[config.mk]
export PLATFORM = sky130hd
export DESIGN_NAME = riscv_compressor_gpr
export DESIGN_NICKNAME = d
export VERILOG_FILES = /design/src/rtl/riscv_compressor_gpr.sv
export SDC_FILE = /design/constraint.sdc
export NUM_CORES = 1
export LEC_CHECK = 0
export ABC_AREA = 1
export BUFFER_PORTS_ARGS = -buffer_cell sky130_fd_sc_hd__buf_2
export CAP_MARGIN = 20
export CORE_MARGIN = 2
export CORE_UTILIZATION = 47
export CTS_BUF_LIST = sky130_fd_sc_hd__clkbuf_8 sky130_fd_sc_hd__clkbuf_16
export CTS_CLUSTER_DIAMETER = 30
export DETAILED_ROUTE_END_ITERATION = 10
export PLACE_DENSITY = 0.71
export SKIP_LAST_GASP = 1
export SYNTH_ARGS = -nofsm -noshare
export SYNTH_HDL_FRONTEND = slang
export SYNTH_SLANG_ARGS = --single-unit
export TNS_END_PERCENT = 1
[constraint.sdc]
create_clock -name clk -period 1.98 [get_ports clk]
set_clock_uncertainty 0.2 [all_clocks]
set_input_delay 0.099 -clock clk [delete_from_list [all_inputs] [get_ports clk]]
set_output_delay 0.099 -clock clk [all_outputs]
set_load 0.01 [all_outputs]
[src/rtl/riscv_compressor_gpr.sv]
`default_nettype none
// ============================================================================
//  Module      : riscv_compressor_gpr
//  Description : Two-stage RV32 -> RVC instruction compressor. Stage 1 captures
//                the base instruction together with a one-hot compressed-form
//                classification. Stage 2 assembles the 16-bit encoding or
//                selects passthrough. Valid/ready on both sides. Statistics
//                counters track delivered and compressed instructions.
//  Revision    : 1.0  initial release
// ============================================================================
module riscv_compressor_gpr #(
    parameter int RegAddrWidth = 5,
    parameter int CntWidth     = 32
) (
    input  logic                clk,
    input  logic                rst_n,
    input  logic                in_valid,
    output logic                in_ready,
    input  logic [31:0]         in_instr,
    output logic                out_valid,
    input  logic                out_ready,
    output logic [31:0]         out_instr,
    output logic                out_compressed,
    input  logic                stat_clr,
    output logic [CntWidth-1:0] stat_total,
    output logic [CntWidth-1:0] stat_comp
);

    // ------------------------------------------------------------------------
    // Compressed-form indices, in priority order (lowest index wins)
    // ------------------------------------------------------------------------
    localparam int c_F_EBREAK  = 0;
    localparam int c_F_NOP     = 1;
    localparam int c_F_ADDI    = 2;
    localparam int c_F_LI      = 3;
    localparam int c_F_MV      = 4;
    localparam int c_F_ADD     = 5;
    localparam int c_F_SUB     = 6;
    localparam int c_F_XOR     = 7;
    localparam int c_F_OR      = 8;
    localparam int c_F_AND     = 9;
    localparam int c_F_LW      = 10;
    localparam int c_F_SW      = 11;
    localparam int c_F_LWSP    = 12;
    localparam int c_F_SWSP    = 13;
    localparam int c_F_J       = 14;
    localparam int c_F_JAL     = 15;
    localparam int c_F_JR      = 16;
    localparam int c_F_JALR    = 17;
    localparam int c_NUM_FORMS = 18;

    localparam logic [6:0]  c_OP_IMM    = 7'b0010011;
    localparam logic [6:0]  c_OP_REG    = 7'b0110011;
    localparam logic [6:0]  c_OP_LOAD   = 7'b0000011;
    localparam logic [6:0]  c_OP_STORE  = 7'b0100011;
    localparam logic [6:0]  c_OP_JAL    = 7'b1101111;
    localparam logic [6:0]  c_OP_JALR   = 7'b1100111;
    localparam logic [31:0] c_EBREAK    = 32'h0010_0073;
    localparam logic [6:0]  c_F7_ZERO   = 7'b0000000;
    localparam logic [6:0]  c_F7_SUB    = 7'b0100000;

    localparam logic [RegAddrWidth-1:0] c_X0 = RegAddrWidth'(0);
    localparam logic [RegAddrWidth-1:0] c_X1 = RegAddrWidth'(1);
    localparam logic [RegAddrWidth-1:0] c_X2 = RegAddrWidth'(2);

    // Register lies in the x8..x15 window addressable by 3-bit RVC fields
    function automatic logic is_prime(input logic [RegAddrWidth-1:0] r);
        return (r >= RegAddrWidth'(8)) && (r <= RegAddrWidth'(15));
    endfunction

    // ------------------------------------------------------------------------
    // Handshake
    // ------------------------------------------------------------------------
    logic w_s1_adv;
    logic w_s2_adv;
    logic w_out_fire;

    logic                   s1_valid_q;
    logic [31:0]            s1_instr_q;
    logic [c_NUM_FORMS-1:0] s1_form_q;
    logic [11:0]            s1_imm_q;

    logic        out_valid_q;
    logic [31:0] out_instr_q;
    logic        out_compressed_q;
    logic [31:0] out_instr_d;
    logic        out_compressed_d;

    logic [CntWidth-1:0] stat_total_q;
    logic [CntWidth-1:0] stat_comp_q;

    assign w_s2_adv   = !out_valid_q || out_ready;
    assign w_s1_adv   = !s1_valid_q || w_s2_adv;
    assign w_out_fire = out_valid_q && out_ready;

    assign in_ready       = w_s1_adv;
    assign out_valid      = out_valid_q;
    assign out_instr      = out_instr_q;
    assign out_compressed = out_compressed_q;
    assign stat_total     = stat_total_q;
    assign stat_comp      = stat_comp_q;

    // ------------------------------------------------------------------------
    // Stage 1 classification (combinational on in_instr)
    // ------------------------------------------------------------------------
    logic [6:0]              w_opcode;
    logic [2:0]              w_funct3;
    logic [6:0]              w_funct7;
    logic [RegAddrWidth-1:0] w_rd;
    logic [RegAddrWidth-1:0] w_rs1;
    logic [RegAddrWidth-1:0] w_rs2;
    logic signed [11:0]      w_imm_i;
    logic signed [11:0]      w_imm_s;
    logic signed [20:0]      w_imm_j;

    assign w_opcode = in_instr[6:0];
    assign w_funct3 = in_instr[14:12];
    assign w_funct7 = in_instr[31:25];
    assign w_rd     = in_instr[7  +: RegAddrWidth];
    assign w_rs1    = in_instr[15 +: RegAddrWidth];
    assign w_rs2    = in_instr[20 +: RegAddrWidth];
    assign w_imm_i  = in_instr[31:20];
    assign w_imm_s  = {in_instr[31:25], in_instr[11:7]};
    assign w_imm_j  = {in_instr[31], in_instr[19:12], in_instr[20], in_instr[30:21], 1'b0};

    logic w_is_addi, w_is_add, w_is_sub, w_is_xor, w_is_or, w_is_and;
    logic w_is_lw, w_is_sw, w_is_jal, w_is_jalr;

    assign w_is_addi = (w_opcode == c_OP_IMM)   && (w_funct3 == 3'b000);
    assign w_is_add  = (w_opcode == c_OP_REG)   && (w_funct3 == 3'b000) && (w_funct7 == c_F7_ZERO);
    assign w_is_sub  = (w_opcode == c_OP_REG)   && (w_funct3 == 3'b000) && (w_funct7 == c_F7_SUB);
    assign w_is_xor  = (w_opcode == c_OP_REG)   && (w_funct3 == 3'b100) && (w_funct7 == c_F7_ZERO);
    assign w_is_or   = (w_opcode == c_OP_REG)   && (w_funct3 == 3'b110) && (w_funct7 == c_F7_ZERO);
    assign w_is_and  = (w_opcode == c_OP_REG)   && (w_funct3 == 3'b111) && (w_funct7 == c_F7_ZERO);
    assign w_is_lw   = (w_opcode == c_OP_LOAD)  && (w_funct3 == 3'b010);
    assign w_is_sw   = (w_opcode == c_OP_STORE) && (w_funct3 == 3'b010);
    assign w_is_jal  = (w_opcode == c_OP_JAL);
    assign w_is_jalr = (w_opcode == c_OP_JALR)  && (w_funct3 == 3'b000);

    // Inclusive immediate windows of each compressed form
    logic w_imm6_ok, w_lw_off_ok, w_sw_off_ok, w_lwsp_off_ok, w_swsp_off_ok, w_j_ok;
    logic w_alu_regs_ok;

    assign w_imm6_ok     = (w_imm_i >= -12'sd32) && (w_imm_i <= 12'sd31);
    assign w_lw_off_ok   = (w_imm_i >= 12'sd0) && (w_imm_i <= 12'sd124) && (w_imm_i[1:0] == 2'b00);
    assign w_sw_off_ok   = (w_imm_s >= 12'sd0) && (w_imm_s <= 12'sd124) && (w_imm_s[1:0] == 2'b00);
    assign w_lwsp_off_ok = (w_imm_i >= 12'sd0) && (w_imm_i <= 12'sd252) && (w_imm_i[1:0] == 2'b00);
    assign w_swsp_off_ok = (w_imm_s >= 12'sd0) && (w_imm_s <= 12'sd252) && (w_imm_s[1:0] == 2'b00);
    assign w_j_ok        = (w_imm_j >= -21'sd2048) && (w_imm_j <= 21'sd2046);
    assign w_alu_regs_ok = (w_rd == w_rs1) && is_prime(w_rd) && is_prime(w_rs2);

    logic [c_NUM_FORMS-1:0] w_raw;
    logic [c_NUM_FORMS-1:0] w_form;
    logic [11:0]            w_imm_sel;

    // Raw per-form matches; several may overlap in principle, priority resolves them
    always_comb begin
        w_raw = '0;
        w_raw[c_F_EBREAK] = (in_instr == c_EBREAK);
        w_raw[c_F_NOP]    = w_is_addi && (w_rd == c_X0) && (w_rs1 == c_X0) && (w_imm_i == 12'sd0);
        w_raw[c_F_ADDI]   = w_is_addi && (w_rd == w_rs1) && (w_rd != c_X0) && (w_imm_i != 12'sd0) && w_imm6_ok;
        w_raw[c_F_LI]     = w_is_addi && (w_rd != c_X0) && (w_rs1 == c_X0) && w_imm6_ok;
        w_raw[c_F_MV]     = w_is_add && (w_rd != c_X0) && (w_rs1 == c_X0) && (w_rs2 != c_X0);
        w_raw[c_F_ADD]    = w_is_add && (w_rd == w_rs1) && (w_rd != c_X0) && (w_rs2 != c_X0);
        w_raw[c_F_SUB]    = w_is_sub && w_alu_regs_ok;
        w_raw[c_F_XOR]    = w_is_xor && w_alu_regs_ok;
        w_raw[c_F_OR]     = w_is_or  && w_alu_regs_ok;
        w_raw[c_F_AND]    = w_is_and && w_alu_regs_ok;
        w_raw[c_F_LW]     = w_is_lw && is_prime(w_rd) && is_prime(w_rs1) && w_lw_off_ok;
        w_raw[c_F_SW]     = w_is_sw && is_prime(w_rs1) && is_prime(w_rs2) && w_sw_off_ok;
        w_raw[c_F_LWSP]   = w_is_lw && (w_rs1 == c_X2) && (w_rd != c_X0) && w_lwsp_off_ok;
        w_raw[c_F_SWSP]   = w_is_sw && (w_rs1 == c_X2) && w_swsp_off_ok;
        w_raw[c_F_J]      = w_is_jal && (w_rd == c_X0) && w_j_ok;
        w_raw[c_F_JAL]    = w_is_jal && (w_rd == c_X1) && w_j_ok;
        w_raw[c_F_JR]     = w_is_jalr && (w_imm_i == 12'sd0) && (w_rs1 != c_X0) && (w_rd == c_X0);
        w_raw[c_F_JALR]   = w_is_jalr && (w_imm_i == 12'sd0) && (w_rs1 != c_X0) && (w_rd == c_X1);
    end

    // Keep only the lowest-index (highest-priority) match
    assign w_form = w_raw & (-w_raw);

    // One immediate field carried forward: S-type for stores, J-type low bits for JAL, else I-type
    always_comb begin
        w_imm_sel = in_instr[31:20];
        if (w_opcode == c_OP_STORE) begin
            w_imm_sel = w_imm_s;
        end else if (w_opcode == c_OP_JAL) begin
            w_imm_sel = w_imm_j[11:0];
        end
    end

    // Stage 1 register: capture instruction and classification when the stage advances
    always_ff @(posedge clk) begin
        if (!rst_n) begin
            s1_valid_q <= 1'b0;
            s1_instr_q <= '0;
            s1_form_q  <= '0;
            s1_imm_q   <= '0;
        end else if (w_s1_adv) begin
            s1_valid_q <= in_valid;
            if (in_valid) begin
                s1_instr_q <= in_instr;
                s1_form_q  <= w_form;
                s1_imm_q   <= w_imm_sel;
            end
        end
    end

    // ------------------------------------------------------------------------
    // Stage 2 assembly
    // ------------------------------------------------------------------------
    logic [RegAddrWidth-1:0] s2_rd;
    logic [RegAddrWidth-1:0] s2_rs1;
    logic [RegAddrWidth-1:0] s2_rs2;
    logic [11:0]             s2_imm;
    logic [15:0]             w_rvc;

    assign s2_rd  = s1_instr_q[7  +: RegAddrWidth];
    assign s2_rs1 = s1_instr_q[15 +: RegAddrWidth];
    assign s2_rs2 = s1_instr_q[20 +: RegAddrWidth];
    assign s2_imm = s1_imm_q;

    // Build the 16-bit RVC word for the selected form
    always_comb begin
        w_rvc = 16'h0000;
        if (s1_form_q[c_F_EBREAK]) begin
            w_rvc = 16'h9002;
        end else if (s1_form_q[c_F_NOP]) begin
            w_rvc = 16'h0001;
        end else if (s1_form_q[c_F_ADDI]) begin
            w_rvc = {3'b000, s2_imm[5], s2_rd, s2_imm[4:0], 2'b01};
        end else if (s1_form_q[c_F_LI]) begin
            w_rvc = {3'b010, s2_imm[5], s2_rd, s2_imm[4:0], 2'b01};
        end else if (s1_form_q[c_F_MV]) begin
            w_rvc = {4'b1000, s2_rd, s2_rs2, 2'b10};
        end else if (s1_form_q[c_F_ADD]) begin
            w_rvc = {4'b1001, s2_rd, s2_rs2, 2'b10};
        end else if (s1_form_q[c_F_SUB]) begin
            w_rvc = {6'b100011, s2_rd[2:0], 2'b00, s2_rs2[2:0], 2'b01};
        end else if (s1_form_q[c_F_XOR]) begin
            w_rvc = {6'b100011, s2_rd[2:0], 2'b01, s2_rs2[2:0], 2'b01};
        end else if (s1_form_q[c_F_OR]) begin
            w_rvc = {6'b100011, s2_rd[2:0], 2'b10, s2_rs2[2:0], 2'b01};
        end else if (s1_form_q[c_F_AND]) begin
            w_rvc = {6'b100011, s2_rd[2:0], 2'b11, s2_rs2[2:0], 2'b01};
        end else if (s1_form_q[c_F_LW]) begin
            w_rvc = {3'b010, s2_imm[5:3], s2_rs1[2:0], s2_imm[2], s2_imm[6], s2_rd[2:0], 2'b00};
        end else if (s1_form_q[c_F_SW]) begin
            w_rvc = {3'b110, s2_imm[5:3], s2_rs1[2:0], s2_imm[2], s2_imm[6], s2_rs2[2:0], 2'b00};
        end else if (s1_form_q[c_F_LWSP]) begin
            w_rvc = {3'b010, s2_imm[5], s2_rd, s2_imm[4:2], s2_imm[7:6], 2'b10};
        end else if (s1_form_q[c_F_SWSP]) begin
            w_rvc = {3'b110, s2_imm[5:2], s2_imm[7:6], s2_rs2, 2'b10};
        end else if (s1_form_q[c_F_J]) begin
            w_rvc = {3'b101, s2_imm[11], s2_imm[4], s2_imm[9:8], s2_imm[10],
                     s2_imm[6], s2_imm[7], s2_imm[3:1], s2_imm[5], 2'b01};
        end else if (s1_form_q[c_F_JAL]) begin
            w_rvc = {3'b001, s2_imm[11], s2_imm[4], s2_imm[9:8], s2_imm[10],
                     s2_imm[6], s2_imm[7], s2_imm[3:1], s2_imm[5], 2'b01};
        end else if (s1_form_q[c_F_JR]) begin
            w_rvc = {4'b1000, s2_rs1, 5'b00000, 2'b10};
        end else if (s1_form_q[c_F_JALR]) begin
            w_rvc = {4'b1001, s2_rs1, 5'b00000, 2'b10};
        end
    end

    assign out_compressed_d = |s1_form_q;
    assign out_instr_d      = out_compressed_d ? {16'h0000, w_rvc} : s1_instr_q;

    // Output register: loads only when downstream can take it, so data holds during stalls
    always_ff @(posedge clk) begin
        if (!rst_n) begin
            out_valid_q      <= 1'b0;
            out_instr_q      <= '0;
            out_compressed_q <= 1'b0;
        end else if (w_s2_adv) begin
            out_valid_q <= s1_valid_q;
            if (s1_valid_q) begin
                out_instr_q      <= out_instr_d;
                out_compressed_q <= out_compressed_d;
            end
        end
    end

    // Statistics: clear wins over a same-cycle delivery; counters wrap naturally
    always_ff @(posedge clk) begin
        if (!rst_n || stat_clr) begin
            stat_total_q <= '0;
            stat_comp_q  <= '0;
        end else if (w_out_fire) begin
            stat_total_q <= stat_total_q + CntWidth'(1);
            stat_comp_q  <= stat_comp_q + CntWidth'(out_compressed_q);
        end
    end

endmodule
`default_nettype wire

## After elaboration in Yosys (flattened, before gate mapping)

Index checks and enable logic that the tools add are counted.

- Output and inout port bits: 99
- Memories kept: 0
- Bits in read-only memories: 0
- Input bits: 37
- Bits in writable memories: 0
- Latch bits: 0
- Register bits: 161
- Logic and storage cells: 153

- Reduce and logical (&&, ||, !) cells: 88
- Shift operators: 0
- Divide/modulo/power cells: 0
- Multiply operators: 0
- Bitwise gates (word level): 1
- Multiplexer cells: 21
- Add/sub/neg operators: 3
- Magnitude comparators: 16
- Eq/ne operators: 15

Operators with widths:

| kind | count |
|---|---|
| 2-to-1 mux 16 bit | 18 |
| logical AND 1 bit | 68 |
| adder 32 x 1 -> 32 bit | 1 |
| adder 32 x 1 -> 32 bit, second input constant | 1 |
| == test 32 x 21 -> 1 bit, second input constant | 1 |
| 2-to-1 mux 32 bit | 1 |
| >= comparator 12 x 1 -> 1 bit, second input constant | 2 |
| <= comparator 12 x 8 -> 1 bit, second input constant | 2 |
| <= comparator 12 x 9 -> 1 bit, second input constant | 2 |
| 2-to-1 mux 12 bit | 2 |
| == test 7 x 6 -> 1 bit, second input constant | 3 |
| >= comparator 21 x 12 -> 1 bit, second input constant | 1 |
| <= comparator 21 x 12 -> 1 bit, second input constant | 1 |
| AND 18 bit | 1 |
| negation 18 bit | 1 |
| OR reduction 18 bit | 1 |
| >= comparator 5 x 4 -> 1 bit, second input constant | 3 |
| <= comparator 5 x 4 -> 1 bit, second input constant | 3 |
| nonzero test 5 bit | 3 |
| == test 7 bit, second input constant | 2 |
| >= comparator 12 x 6 -> 1 bit, second input constant | 1 |
| <= comparator 12 x 6 -> 1 bit, second input constant | 1 |
| zero test 12 bit | 1 |
| nonzero test 12 bit | 1 |
| 14 further kinds | 23 |

## Depth between registers and ports, before layout

- Depth in word-level cells: 19
- Mapped depth: 13
- Mapped depth without buffers: 13

## Worst setup path before layout

Ideal clock, no wire load.

- Path kind: register -> register
- Start: register out_compressed_q (netlist: out_compressed)
- End: register stat_comp_q[26] (netlist: stat_comp[26])
- Path slack: 36 ps
- Buffers on the path: 0
- Period minus slack after synthesis: 1944 ps
- Data arrival time: 1628 ps
- Required time: 1664 ps
- Setup time: 116 ps
- Stages on the path, launching flop included: 12
- Cells stage by stage: dfxtp_1 > ha_1 > ha_1 > inv_1 > nor3_2 > nand2_1 > nor2_2 > nand2_2 > nor2_4 > nand2_1 > o21ai_0 > nor2_1

- Cells in the longest elaborated chain, start to end: 1

RTL lines:

| item | line | RTL |
|---|---|---|
| start, declared | 85 | `logic out_compressed_q;` |
| start signal, assigned | 280 | `out_compressed_q <= out_compressed_d;` |
| adder 32 x 1 -> 32 bit | 292 | `stat_comp_q <= stat_comp_q + CntWidth'(out_compressed_q);` |
| end signal, assigned | 292 |  |
| end, declared | 90 | `logic [CntWidth-1:0] stat_comp_q;` |

No other way between the ends.
A chain may end at the register's enable or synchronous reset.

## Final worst setup path

- Start: register s1_form_q[2]
- End: register out_instr_q[7] (netlist: out_instr[7])

- Cells in the longest elaborated chain, start to end: 4
- Elaborated cells on any way between the ends: 5
- Those cells by class: mux: 4; reduce/logical: 1

RTL lines:

| item | line | RTL |
|---|---|---|
| start, declared | 80 | `logic [c_NUM_FORMS-1:0] s1_form_q;` |
| start signal, assigned | 203 | `s1_form_q <= w_form;` |
| 2-to-1 mux 16 bit | 230 | `end else if (s1_form_q[c_F_ADDI]) begin` |
| 2-to-1 mux 16 bit | 228 | `end else if (s1_form_q[c_F_NOP]) begin` |
| 2-to-1 mux 16 bit | 226 | `if (s1_form_q[c_F_EBREAK]) begin` |
| 2-to-1 mux 32 bit * | 268 | `assign out_instr_d = out_compressed_d ? {16'h0000, w_rvc} : s1_instr_q;` |
| end signal, assigned | 279 | `out_instr_q <= out_instr_d;` |
| end, declared | 84 | `logic [31:0] out_instr_q;` |

Every way passes the cells marked *; elsewhere a longest branch is shown, timed or not.

==> qor.yml <==
outcome:
  status: "complete, no violations"
routing:
  first_pass_iters: 5
  drtAntennaViolNets: 0
  drtIter0Drc: 682
  drc: 0
  wire_per_inst_um: 15.5
  num_vias: 8885
  avgViaCountPerCell: 5.34
  drt_wl_total_um: 25700
logic_synthesis:
  syn_avg_cell_area_um2: 6.77
  synth-seq-area-share_pct: 37.1
  synth_area_um2: 8370
  netlist_instances: 1237
  ys_types: 43
  syn-num-nets: 1277
  ys_warn_count: 0
  synth_seq_cells: 155
  synthArstFlopShare_pct: 0
  synth_edf_count: 0
  synth_flop_cell: "dfxtp_1"
sta:
  maxSlewViolCount: 0
  timing.final.hold_violations: 0
  fmax_ghz: 0.516
  rsz0062_at_grt: "yes"
  finalCritPeriodShare_pct: 97.9
  setup-tns-final_ps: 0
  finalSetupViolCount: 0
  fin_crit_ps: 1940
  worstMarginPinSlew_ps: 489
  slew_headroom_pct: 67.0
  setup_ws_ps: 41.7
  finalHoldWorstSlack_ps: 7.61
power:
  irDropWorstVdd_v: 0.000633
  power_frac_seq_pct: 45.1
  intPower_w: 0.00546
  switchingPower_w: 0.00187
  swShare_pct: 25.5
  combPwrFrac_pct: 10.7
  power_density_nw_per_um2: 703
  clkPwrFrac_pct: 44.2
  p_leak_nw: 4.38
final_layout:
  design_area_um2: 10400
  final_core_util_pct: 60.2
  drive_gt1_share_pct: 18.1
  final_nets: 1466
  syn_to_final_growth_pct: 24.7
  num_antenna_cells: 0
grt:
  grt_pass1_wl_um: 41000
  grt_antenna_before_repair: 0
  grt_usage_pct: 27.6
  grt_max_degree: 65
  overflow: 0
  grt_pass1_vias: 8306
setup_path:
  crit_type: "register to register"
  critPathMaxFanout: 8
  arrival_ps: 2100
  required_ps: 2140
  critPathLaunchType: "register"
  end_kind: "register"
clock_tree:
  numCtsBuffers: 17
  cts.clk_slew.worst_paths_ps: 60
  htreeDepth: 4
  cts.sinks: 155
  clkLatencyLatePin_ps: 420
  cts_max_path_buffers: 2
  clockRootBuffer: "clkbuf_16"
  cts_tree: "built"
floorplanning:
  io_pins: 136
  die-area_um2: 18900
  die_x_um: 137
  rows: 48
  initial_core_util_pct: 48.2
  fp.dieH_um: 137
  core_area_um2: 17400
run:
  maxCapViolCount: 0
placement:
  placed_cell_area_um2: 9470
  dp_hpwl_um: 19400
  numPortBuffers: 135
  dp_slack_ps: -0.312
  place_congestion: 1.03
worst_hold_path:
  hp-class: "input pin to register"
==> registers in the layout, indices dropped and copies added (netlist names) <==
signal and count:
stat_comp 32, out_compressed 1, s1_instr_q 32, out_valid 1
s1_imm_q 6, s1_form_q 18, out_instr 32, s1_valid_q 1
stat_total 32
==> cell families (layout without fill, tap and decap cells) <==
| family | Yosys count | after routing | synth area share (%) |
|---|---|---|---|
| AOI/OAI and AO/OA | 267 | 267 | 17.6 |
| xor gates and xnor gates | 39 | 39 | 4.08 |
| adders and majority gates | 3 | 3 | 0.448 |
| buffers and inverters | 195 | 397 | 9.31 |
| DFF | 155 | 155 | 37.1 |
| and+or+nand+nor | 578 | 578 | 31.5 |
==> final cells by class <==
class,count,area [um^2]
multi-input cells,887,4510
inverters,154,584
well taps,225,282
repair buffers,211,1370
clock buffers,20,467
fillers,1651,6910
clock inverters,12,124
flip-flops and latches,155,3110
==> power by group through the flow <==
| stage | registers (W) | logic [W] | clock network [W] |
|---|---|---|---|
| after floorplan | 0.00337 | 0.000420 | 0 |
| after global placement | 0.00338 | 0.000716 | 0 |
| after detailed placement | 0.00338 | 0.000719 | 0 |
| after CTS | 0.00331 | 0.000775 | 0.00328 |
| after global routing | 0.00332 | 0.000869 | 0.00342 |
| final | 0.00331 | 0.000785 | 0.00324 |
==> cells in the final DEF (no fill, tap or decap), drive strengths merged <==
master	Yosys	routed
buf	18	176
nand3b	4	4
a31oi	1	1
nand4	30	30
inv	152	154
dlygate4sd3	0	35
nor4	3	3
a21boi	1	1
bufinv	0	2
and3	3	3
or2	3	3
clkinv	2	8
clkinvlp	0	2
nand3	64	64
xor2	28	28
o22ai	7	7
nor3	50	50
o211ai	11	11
dfxtp	155	155
o21a	3	3
ha	3	3
nor2	165	165
xnor2	11	11
a21oi	127	127
nor3b	6	6
a211oi	17	17
o21ai	100	100
clkbuf	23	20
nand2	249	249
nor2b	1	1
==> metal layers <==
metal	part of all wire [%]	GRT usage (%)	vias to the layer above
li1	-	-	4455
met1	44	35.4	4058
met2	47	46.1	312
met3	5.8	4.78	60
met4	3.0	10.7	0
met5	0	0	-
==> cell usage after synthesis (4+ instances only) <==
cell type,instances,area [um^2]
nor2_2,6,37.5
nand3_1,62,310
nor3_2,5,50.1
nand3b_1,4,30.0
a21oi_1,127,636
nor3_1,44,220
a211oi_2,10,125
xor2_1,28,245
buf_2,14,70.1
nand4_1,30,188
nand2_2,4,25.0
clkbuf_1,23,86.3
nand2_4,4,45.0
nor2_1,149,559
nand2_1,241,905
dfxtp_1,155,3100
a211oi_1,7,52.6
nor2_4,10,113
inv_1,149,559
o22ai_1,7,43.8
xnor2_1,11,96.3
nor3b_1,6,45.0
o21ai_0,99,495
o211ai_1,11,82.6
==> path summary, 6_finish.rpt <==
kind	from	end	slack, ps	depth (start not counted)
worst max-delay path	s1_form_q[2]$_SDFFE_PN0P_	out_instr[7]$_SDFFE_PN0P_	40	11
worst min register to register	s1_instr_q[13]$_SDFFE_PN0P_	s1_instr_q[13]$_SDFFE_PN0P_	260	2
worst max register to register	s1_form_q[2]$_SDFFE_PN0P_	out_instr[7]$_SDFFE_PN0P_	40	11
worst min-delay path	in_valid	s1_valid_q$_SDFFE_PN0N_	8	4
==> through the flow <==
stage	std cells	total power (W)
2_1_floorplan	1237	0.00379
3_3_place_gp	1596	0.00409
3_5_place_dp	1596	0.00409
4_1_cts	1663	0.00736
5_1_grt	1664	0.00761
6_report	1664	0.00734
==> worst max-delay path, stage by stage, from the launching register on <==
cell,delay (ps)
dfxtp_1,350
nor2_4,210
inv_1,170
nor2_2,160
nand2_1,170
inv_1,110
nand2_1,80
inv_1,130
o21ai_0,100
nand3_1,70
nand2_1,50
nor2_1,80
==> repair_timing <==
action                     CTS  global route
gates resized for setup      1             5
pin swaps                    0             3
hold buffers                35             0
hold endpoints to repair    75             0
setup endpoints to repair    2            29
buffers inserted             0             1
No activity file was read; power rests on OpenSTA's default activity.
